### src/rtl/load_pkg.sv
// Shared definitions for the load alignment unit: load funct3 codes,
// FSM state encoding and the load-size decoder used at request accept.
package load_pkg;

    // Load size/sign codes as they appear in Instruction[14:12]
    localparam logic [2:0] LB  = 3'b000;
    localparam logic [2:0] LH  = 3'b001;
    localparam logic [2:0] LW  = 3'b010;
    localparam logic [2:0] LD  = 3'b011;
    localparam logic [2:0] LBU = 3'b100;
    localparam logic [2:0] LHU = 3'b101;
    localparam logic [2:0] LWU = 3'b110;

    typedef enum logic [2:0] {
        IDLE,
        RD0,
        WT0,
        RD1,
        WT1,
        RESP
    } state_t;

    // Decoded view of a funct3 code: byte count, sign-extend flag, legality
    typedef struct packed {
        logic [3:0] size;
        logic       sign;
        logic       legal;
    } load_info_t;

    // Doubleword forms only exist on a 64-bit datapath; everything else
    // outside the five base codes is rejected with size 0.
    function automatic load_info_t decode_load(input logic [2:0] funct3,
                                               input int         xlen);
        load_info_t info;
        info.size  = 4'd0;
        info.sign  = 1'b0;
        info.legal = 1'b0;
        case (funct3)
            LB: begin
                info.size  = 4'd1;
                info.sign  = 1'b1;
                info.legal = 1'b1;
            end
            LH: begin
                info.size  = 4'd2;
                info.sign  = 1'b1;
                info.legal = 1'b1;
            end
            LW: begin
                info.size  = 4'd4;
                info.sign  = 1'b1;
                info.legal = 1'b1;
            end
            LBU: begin
                info.size  = 4'd1;
                info.legal = 1'b1;
            end
            LHU: begin
                info.size  = 4'd2;
                info.legal = 1'b1;
            end
            LWU: begin
                if (xlen == 64) begin
                    info.size  = 4'd4;
                    info.legal = 1'b1;
                end
            end
            LD: begin
                if (xlen == 64) begin
                    info.size  = 4'd8;
                    info.sign  = 1'b1;
                    info.legal = 1'b1;
                end
            end
            default: begin
                info.size  = 4'd0;
            end
        endcase
        return info;
    endfunction

endpackage

### src/rtl/load_extract.sv
// Byte extraction and extension for loads. Takes the two memory words
// {hi, lo}, shifts the addressed bytes down to bit 0 and sign/zero-extends
// the kept field to the full register width.
module load_extract
    import load_pkg::*;
#(
    parameter int XLEN = 32
) (
    input  logic [2*XLEN-1:0]          pair,
    input  logic [$clog2(XLEN/8)-1:0]  off,
    input  logic [3:0]                 size,
    input  logic                       sign,
    output logic [XLEN-1:0]            result
);

    localparam int NB = XLEN / 8;

    logic [XLEN-1:0] shifted;
    logic            top_bit;
    logic            fill;

    // Align the addressed bytes to bit 0, then fill bytes above the access
    // size with copies of the field's top bit (signed) or zeros (unsigned).
    always_comb begin
        shifted = XLEN'(pair >> {off, 3'b000});
        top_bit = shifted[XLEN-1];
        case (size)
            4'd1:    top_bit = shifted[7];
            4'd2:    top_bit = shifted[15];
            4'd4:    top_bit = shifted[31];
            default: top_bit = shifted[XLEN-1];
        endcase
        fill   = sign & top_bit;
        result = '0;
        for (int i = 0; i < NB; i++) begin
            result[i*8 +: 8] = (4'(i) < size) ? shifted[i*8 +: 8] : {8{fill}};
        end
    end

endmodule

### src/rtl/load_align_unit.sv
// Sequential load alignment unit. Accepts one load at a time, issues one or
// two word-aligned reads to a synchronous data memory, and returns the
// aligned, extended register write-data over a valid/ready handshake.
module load_align_unit
    import load_pkg::*;
#(
    parameter int XLEN        = 32,
    parameter int MISALIGN_EN = 1,
    parameter int AW          = 32
) (
    input  logic            clk,
    input  logic            reset,
    input  logic            req_valid,
    output logic            req_ready,
    input  logic [AW-1:0]   req_addr,
    input  logic [2:0]      req_funct3,
    input  logic [4:0]      req_rd,
    output logic            mem_rd_en,
    output logic [AW-1:0]   mem_addr,
    input  logic [XLEN-1:0] mem_rdata,
    output logic            resp_valid,
    input  logic            resp_ready,
    output logic [XLEN-1:0] resp_data,
    output logic [4:0]      resp_rd,
    output logic            resp_err
);

    localparam int            NB        = XLEN / 8;
    localparam int            OFFW      = $clog2(NB);
    localparam logic [AW-1:0] WORD_STEP = AW'(NB);

    state_t          state;

    logic [AW-1:0]   base_q;
    logic [OFFW-1:0] off_q;
    logic [3:0]      size_q;
    logic            sign_q;
    logic            cross_q;
    logic [4:0]      rd_q;
    logic [XLEN-1:0] lo_q;

    load_info_t      req_info;
    logic [OFFW-1:0] req_off;
    logic [AW-1:0]   req_base;
    logic            req_cross;
    logic            req_reject;

    logic [2*XLEN-1:0] ext_pair;
    logic [XLEN-1:0]   ext_result;

    // Decode the incoming request: size/sign, byte offset inside the word,
    // aligned base address and whether the access spills into the next word.
    always_comb begin
        req_info   = decode_load(req_funct3, XLEN);
        req_off    = req_addr[OFFW-1:0];
        req_base   = {req_addr[AW-1:OFFW], {OFFW{1'b0}}};
        req_cross  = (5'(req_off) + 5'(req_info.size)) > 5'(NB);
        req_reject = !req_info.legal || (req_cross && (MISALIGN_EN == 0));
    end

    // The response is formed on the same edge the last memory word arrives,
    // so the extractor sees live mem_rdata: as lo for a single-word access,
    // as hi (with the saved lo) for the second beat of a crossing access.
    always_comb begin
        ext_pair = {{XLEN{1'b0}}, mem_rdata};
        if (state == WT1) begin
            ext_pair = {mem_rdata, lo_q};
        end
    end

    load_extract #(
        .XLEN (XLEN)
    ) u_extract (
        .pair   (ext_pair),
        .off    (off_q),
        .size   (size_q),
        .sign   (sign_q),
        .result (ext_result)
    );

    // Transaction FSM; every output is registered and updated together with
    // the state it belongs to, so reset in any state drops all strobes.
    always_ff @(posedge clk) begin
        if (reset) begin
            state      <= IDLE;
            req_ready  <= 1'b1;
            mem_rd_en  <= 1'b0;
            mem_addr   <= '0;
            resp_valid <= 1'b0;
            resp_data  <= '0;
            resp_rd    <= '0;
            resp_err   <= 1'b0;
            base_q     <= '0;
            off_q      <= '0;
            size_q     <= '0;
            sign_q     <= 1'b0;
            cross_q    <= 1'b0;
            rd_q       <= '0;
            lo_q       <= '0;
        end else begin
            case (state)
                IDLE: begin
                    if (req_valid) begin
                        base_q    <= req_base;
                        off_q     <= req_off;
                        size_q    <= req_info.size;
                        sign_q    <= req_info.sign;
                        cross_q   <= req_cross;
                        rd_q      <= req_rd;
                        req_ready <= 1'b0;
                        if (req_reject) begin
                            state      <= RESP;
                            resp_valid <= 1'b1;
                            resp_err   <= 1'b1;
                            resp_data  <= '0;
                            resp_rd    <= req_rd;
                        end else begin
                            state     <= RD0;
                            mem_rd_en <= 1'b1;
                            mem_addr  <= req_base;
                        end
                    end
                end
                RD0: begin
                    mem_rd_en <= 1'b0;
                    state     <= WT0;
                end
                WT0: begin
                    lo_q <= mem_rdata;
                    if (cross_q) begin
                        state     <= RD1;
                        mem_rd_en <= 1'b1;
                        mem_addr  <= base_q + WORD_STEP;
                    end else begin
                        state      <= RESP;
                        resp_valid <= 1'b1;
                        resp_err   <= 1'b0;
                        resp_data  <= ext_result;
                        resp_rd    <= rd_q;
                    end
                end
                RD1: begin
                    mem_rd_en <= 1'b0;
                    state     <= WT1;
                end
                WT1: begin
                    state      <= RESP;
                    resp_valid <= 1'b1;
                    resp_err   <= 1'b0;
                    resp_data  <= ext_result;
                    resp_rd    <= rd_q;
                end
                RESP: begin
                    if (resp_ready) begin
                        state      <= IDLE;
                        resp_valid <= 1'b0;
                        req_ready  <= 1'b1;
                    end
                end
                default: begin
                    state      <= IDLE;
                    req_ready  <= 1'b1;
                    mem_rd_en  <= 1'b0;
                    resp_valid <= 1'b0;
                end
            endcase
        end
    end

endmodule

### config.mk
export PLATFORM = sky130hd
export DESIGN_NAME = load_align_unit
export DESIGN_NICKNAME = d
export VERILOG_FILES = /design/src/rtl/load_pkg.sv /design/src/rtl/load_extract.sv /design/src/rtl/load_align_unit.sv
export SDC_FILE = /design/constraint.sdc
export NUM_CORES = 1
export LEC_CHECK = 0
export BUFFER_PORTS_ARGS = -buffer_cell sky130_fd_sc_hd__buf_2
export CORE_MARGIN = 1
export CORE_UTILIZATION = 36
export DETAILED_ROUTE_END_ITERATION = 8
export MAX_ROUTING_LAYER = met4
export PLACE_DENSITY = 0.66
export SYNTH_ARGS = -nofsm -noshare
export SYNTH_HDL_FRONTEND = slang
export SYNTH_SLANG_ARGS = --single-unit
### constraint.sdc
create_clock -name clk -period 3.7 [get_ports clk]
set_input_delay 0.37 -clock clk [delete_from_list [all_inputs] [get_ports clk]]
set_output_delay 0.37 -clock clk [all_outputs]
set_load 0.05 [all_outputs]
Word-level counts from Yosys, hierarchy flattened
Index checks and enable logic that the tools add are counted.
{ "totals": {"inputBits": 76, "elab_cells": 102, "out_inout_bits": 73, "register_bits": 151} }
{ "classes": {"bitwise_logic": 4, "mux": 40, "add_sub_neg": 2, "shift": 1, "n_reduce_logical": 18, "eq_ne": 17, "magnitude_cmp": 5} }
{ "ops": {"columns": ["op", "count"], "rows": [
  ["2-to-1 mux 32 bit", 6],
  ["case mux 32 bit (3 select lines)", 1],
  ["2-to-1 mux 64 bit", 1],
  ["case mux 32 bit (2 select lines)", 1],
  ["right shift 64 x 5 -> 32 bit", 1],
  ["adder 32 x 3 -> 32 bit, second input constant", 1],
  ["2-to-1 mux 8 bit", 4],
  ["case mux 3 bit (6 select lines)", 1],
  ["2-to-1 mux 5 bit", 3],
  ["case mux 5 bit (3 select lines)", 1],
  ["equality test 3 bit, second input constant", 4],
  ["2-to-1 mux 1 bit", 12],
  ["2-to-1 mux 3 bit", 4],
  ["inequality test 2 bit, second input constant", 6],
  ["AND reduction 4 bit", 3],
  ["equality test 3 x 2 -> 1 bit, second input constant", 3],
  ["case mux 1 bit (3 select lines)", 3],
  ["case mux 3 bit (3 select lines)", 1],
  ["< comparator 1 x 4 -> 1 bit, first input constant", 2],
  ["< comparator 2 x 4 -> 1 bit, first input constant", 2],
  ["OR reduction 2 bit", 4],
  ["equality test 3 x 1 -> 1 bit, second input constant", 2],
  ["logical NOT 3 bit", 2],
  ["adder 2 x 4 -> 5 bit", 1],
  ["15 further kinds", 18]
]} }

Logic depth before layout (Yosys ltp)
{ "depth": {"depth_word": 8, "depth_mapped": 9, "mapped_depth_nobuf": 7} }

By module
A second synthesis with hierarchy kept.
{ "hier_totals": {"hier_cells": 1013, "area_unflattened_um2": 8301.7} }
{ "modules_own_cells": {"columns": ["mod", "n_inst", "seq_area_each_um2", "cells_each", "area_each_um2"], "rows": [
  ["load_align_unit", 1, 2962.8, 864, 7005.5],
  ["load_extract", 1, 0.0, 149, 1296.2]
]} }

Least setup slack after synthesis
OpenSTA, ideal clock, no wires.
{ "synth_path": {"path_type": "reg-to-reg", "from": "reg state[0]", "to": "reg resp_data[31]", "path_buffers": 1, "period_less_slack_ns": 2.004, "slack_ns": 1.696, "setup_time_ns": 0.095, "required_time_ns": 3.605, "path_stages_with_launch": 7, "t_arrival_ns": 1.908, "path_cell_list": "dfxtp_1 > buf_6 > nor3b_2 > mux2_2 > o22ai_2 > a211oi_4 > o311ai_1"} }
{ "synth_between": {"elab_chain_len": 8, "elab_cells_between_ends": 15, "classes_between": "5 x eq/ne; 1 x shift; 5 x mux; 1 x bitwise; 3 x reduce/logical"} }
{ "synth_rtl": {"columns": ["item", "line_no", "source"], "rows": [
  ["start: declaration", "load_align_unit.sv:32", "state_t state;"],
  ["start signal: assignment", "load_align_unit.sv:85", "state <= IDLE;"],
  ["start signal: assignment", "load_align_unit.sv:112", "state <= RESP;"],
  ["start signal: assignment", "load_align_unit.sv:118", "state <= RD0;"],
  ["equality test 3 bit", "load_align_unit.sv:66, load_align_unit.sv:101", null],
  ["2-to-1 mux 64 bit", "load_align_unit.sv:66", "if (state == WT1) begin"],
  ["right shift 64 x 5 -> 32 bit", "load_extract.sv:25", "shifted = XLEN'(pair >> {off, 3'b000});"],
  ["case mux 1 bit (2 select lines)", "load_extract.sv:27", "case (size)"],
  ["AND 1 bit", "load_extract.sv:33", "fill = sign & top_bit;"],
  ["2-to-1 mux 8 bit", "load_extract.sv:36", "result[i*8 +: 8] = (4'(i) < size) ? shifted[i*8 +: 8] : {8{fill}};"],
  ["2-to-1 mux 32 bit", "load_align_unit.sv:130", "if (cross_q) begin"],
  ["case mux 32 bit (3 select lines)", "load_align_unit.sv:101", "case (state)"],
  ["end signal: assignment", "load_align_unit.sv:138", "resp_data <= ext_result;"],
  ["end signal: assignment", "load_align_unit.sv:150", "resp_data <= ext_result;"],
  ["end: declaration", "load_align_unit.sv:23", "output logic [XLEN-1:0] resp_data,"]
]} }
Several ways; a longest one is shown, not always the timed one. The select of a mux whose other input is x is not followed.
A chain may end at the register's enable or synchronous reset.

Final worst setup path
{ "layout_path": {"from": "reg state[2]", "to": "reg resp_data[3]"} }
The elaborated chain is that of the path after synthesis.

==> impl_metrics.yaml <==
outcome:
  status: "finished, final reports clean"
place:
  io_buffers: 146
  place_inst: 1303
  hpwl_mm: 16.4
  pre_cts_ws_ns: 0.842
  placed_area_um2: 8740
  place.gp.congestion: 0.872
grt:
  grt_antenna_before_repair: 4
  gr-max-usage-layer: "met2"
  met3_usage_pct: 6.59
  grt_use_met2_pct: 34.8
  overflow: 0
  grt_max_degree: 86
  track_usage_pct: 22.0
  grt_pass1_wl_mm: 37.3
  grt_pass1_vias: 7002
  grtUsageMet1_pct: 27.2
min_path:
  worstHoldPathType: "in2reg"
route:
  wl_per_cell_um: 17.7
  drt_wl_total_mm: 23.6
  drt-initial-drc-count: 589
  drc: 0
  via_count: 7441
  drtPass1Iterations: 6
  viasPerCell: 5.56
  drtAntennaViolNets: 0
finish:
  final_cells: 1338
  fin_nets: 1127
  seqCellArea_um2: 2960
  fill_cells: 2142
  design_area_um2: 9390
  syn2layout_area_growth_pct: 19.4
  multi_input_area_um2: 4520
  drive_above_1_share_pct: 23.1
  final_util_pct: 44.2
clock_network:
  post_cts_buffers: 0
  cts-hold-fix-buffers: 0
  cts_tree: "done"
  htreeDepth: 4
  cts_resized: 0
  cts.path.max_buffers: 2
  clock_sinks: 148
  worstSkewPairLatency_ns: 0.43
  root_buffer: "clkbuf_16"
  cts.clk_slew.worst_paths_ns: 0.06
  cts_made_buffers: 17
synthesis:
  async_flop_share_pct: 0
  synth_compound_area_share_pct: 20.9
  syn_area_um2: 7860
  synthCells: 938
  yosys.area.top_type: "dfxtp_1"
  synth-simple-area-share_pct: 21.6
  synth_edf_count: 0
  synth_top_cell_area_share_pct: 37.7
  yosys-mux-area-fraction_pct: 11.1
  synthTopCellsByArea: "dfxtp_1 (38%), nand2_1 (9.6%), mux2i_1 (7.4%)"
  synthAdderAreaFrac_pct: 0.732
  synth.distinct_cells: 75
  ys.flop_type: "dfxtp_1"
  synth-seq-area-share_pct: 37.7
  synth_xor_area_share_pct: 2.90
  synthMostInstantiatedCell: "nand2_1"
  postSynthAreaPerCell_um2: 8.38
  ys_ff_latch: 148
  yosysWarnings: 0
  synth_common_cells: "nand2_1 (201), dfxtp_1 (148), a21oi_1 (101)"
  synth_top_family_by_area: "simple AND/OR/NAND/NOR gates"
power_and_ir_drop:
  clockPowerShare_pct: 39.2
  intPower_uw: 3280
  vdd_drop_max_v: 0.000318
  power_switching_uw: 1580
  power_frac_comb_pct: 23.1
  p_per_area_nw_per_um2: 517
  p_leak_uw: 0.00380
  seqPwrFrac_pct: 37.7
  switching_share_pct: 32.5
timing:
  hold_violations: 0
  fin_crit_ns: 2.90
  rsz0062_at_grt: "false"
  tightestPinTransition_ns: 1.16
  slew_viol_final: 0
  finalCritPeriodShare_pct: 78.4
  fmax_mhz: 345
  tns_ns: 0
  fin_skew_ns: 0.00847
  slew_headroom_pct: 22.7
  setup_viol: 0
  worst_slack_ns: 0.801
floorplanning:
  start_util_pct: 37.0
  io_pins: 149
  core_area_um2: 21200
  rows: 53
  die_h_um: 150
  die_w_um: 150
  dieArea_um2: 22400
setup_path:
  slowest_delay_ns: 0.86
  worstSetupEndpointType: "flip-flop"
  slowest_stage: "or3b_2"
  path_cells: "or3b_2, buf_4, mux2i_1, mux4_2, nor2_1, a211o_1"
  start_kind: "flip-flop"
  critPathMaxFanout: 27
  cp.arrival_ns: 3.22
  critical_path_class: "reg2reg"
  cp.required_ns: 4.02
run:
  drv_cap: 0
==> stage by stage <==
step / power, uW / hold slack [ns]
2_1_floorplan: 2690 / 0.436
3_3_place_gp: 2970 / 0.434
3_5_place_dp: 2980 / 0.444
4_1_cts: 4880 / 0.176
5_1_grt: 5050 / 0.180
6_report: 4860 / 0.187
==> layout by cell type, fill, tap and decap left out, types with 5 or more instances in the layout <==
cell type / netlist / routed
bufinv_16: 0 / 5
a211o_1: 18 / 18
o2111ai_1: 7 / 7
a222oi_1: 7 / 7
and4_1: 5 / 5
mux4_2: 7 / 7
nor2_1: 51 / 51
a211oi_1: 9 / 9
o221ai_1: 7 / 7
dfxtp_1: 148 / 147
buf_2: 16 / 145
nand3_1: 30 / 30
o211ai_1: 15 / 15
nand2_1: 201 / 201
a32oi_1: 7 / 7
a21oi_1: 101 / 101
buf_4: 5 / 21
and2_1: 7 / 7
xor2_1: 16 / 16
nand4_1: 21 / 21
o21ai_0: 23 / 23
o31ai_1: 7 / 7
mux2i_1: 58 / 58
mux2_2: 12 / 12
xnor2_1: 10 / 10
o21ai_1: 5 / 5
clkbuf_16: 0 / 17
nor3_1: 6 / 6
inv_1: 6 / 6
a221oi_1: 7 / 7
==> layer usage <==
metal | wire length (um) | share of wire [%] | vias up
li1 | - | - | 3618
met1 | 10000 | 42 | 3458
met2 | 11000 | 46 | 338
met3 | 2330 | 9.8 | 27
met4 | 305 | 1.3 | 0
met5 | 0 | 0 | -
==> power by group through the flow <==
stage	registers (uW)	clock network, uW	logic (uW)
floorplan	2060	0	626
global placement	1860	0	1110
detailed placement	1860	0	1120
CTS	1830	1930	1120
global route	1850	2000	1210
finish	1830	1900	1120
==> worst paths after layout <==
path,from,endpoint,slack (ns),cells after the start
worst max-delay path,state[2],resp_data[3],0.80,6
worst min-delay path,req_addr[17],base_q[17],0.19,3
worst max register to register,state[2],resp_data[3],0.80,6
worst min register to register,mem_addr[4],mem_addr[4],0.45,2
==> cells by family (layout without fill, tap and decap cells) <==
family / count (synthesis) / after routing
adders and majority gates: 4 / 4
AOI/OAI and AO/OA: 240 / 240
DFF: 148 / 148
other: 1 / 6
buffers and inverters: 85 / 205
xor gates and xnor gates: 26 / 26
and+or+nand+nor: 357 / 357
muxes: 77 / 77
==> flip-flops by register name (all words and copies together), names as in the netlist <==
signal and count:
resp_rd 5, resp_valid 1, rd_q 5, cross_q 1, req_ready 1, lo_q 32, resp_err 1, mem_rd_en 1
resp_data 32, off_q 2, size_q 3, base_q 30, mem_addr 30, sign_q 1, state 3
==> critical path, delay by kind of cell (launching register included) <==
family / cells / cell delay [ns]
and+or+nand+nor: 2 / 0.90
AOI/OAI and AO/OA: 1 / 0.26
buffers and inverters: 1 / 0.35
muxes: 2 / 0.60
DFF: 1 / 0.66
==> layout make-up <==
cell class | instances | share of cell area [%]
inverter | 8 | 0.320
clock buffer | 18 | 4.57
timing repair buffer | 166 | 9.41
sequential | 148 | 31.6
antenna | 4 | 0.107
clock inverter | 13 | 2.21
multi-input combinational | 706 | 48.1
tap | 275 | 3.67
Power figures use the tool's default switching activity.
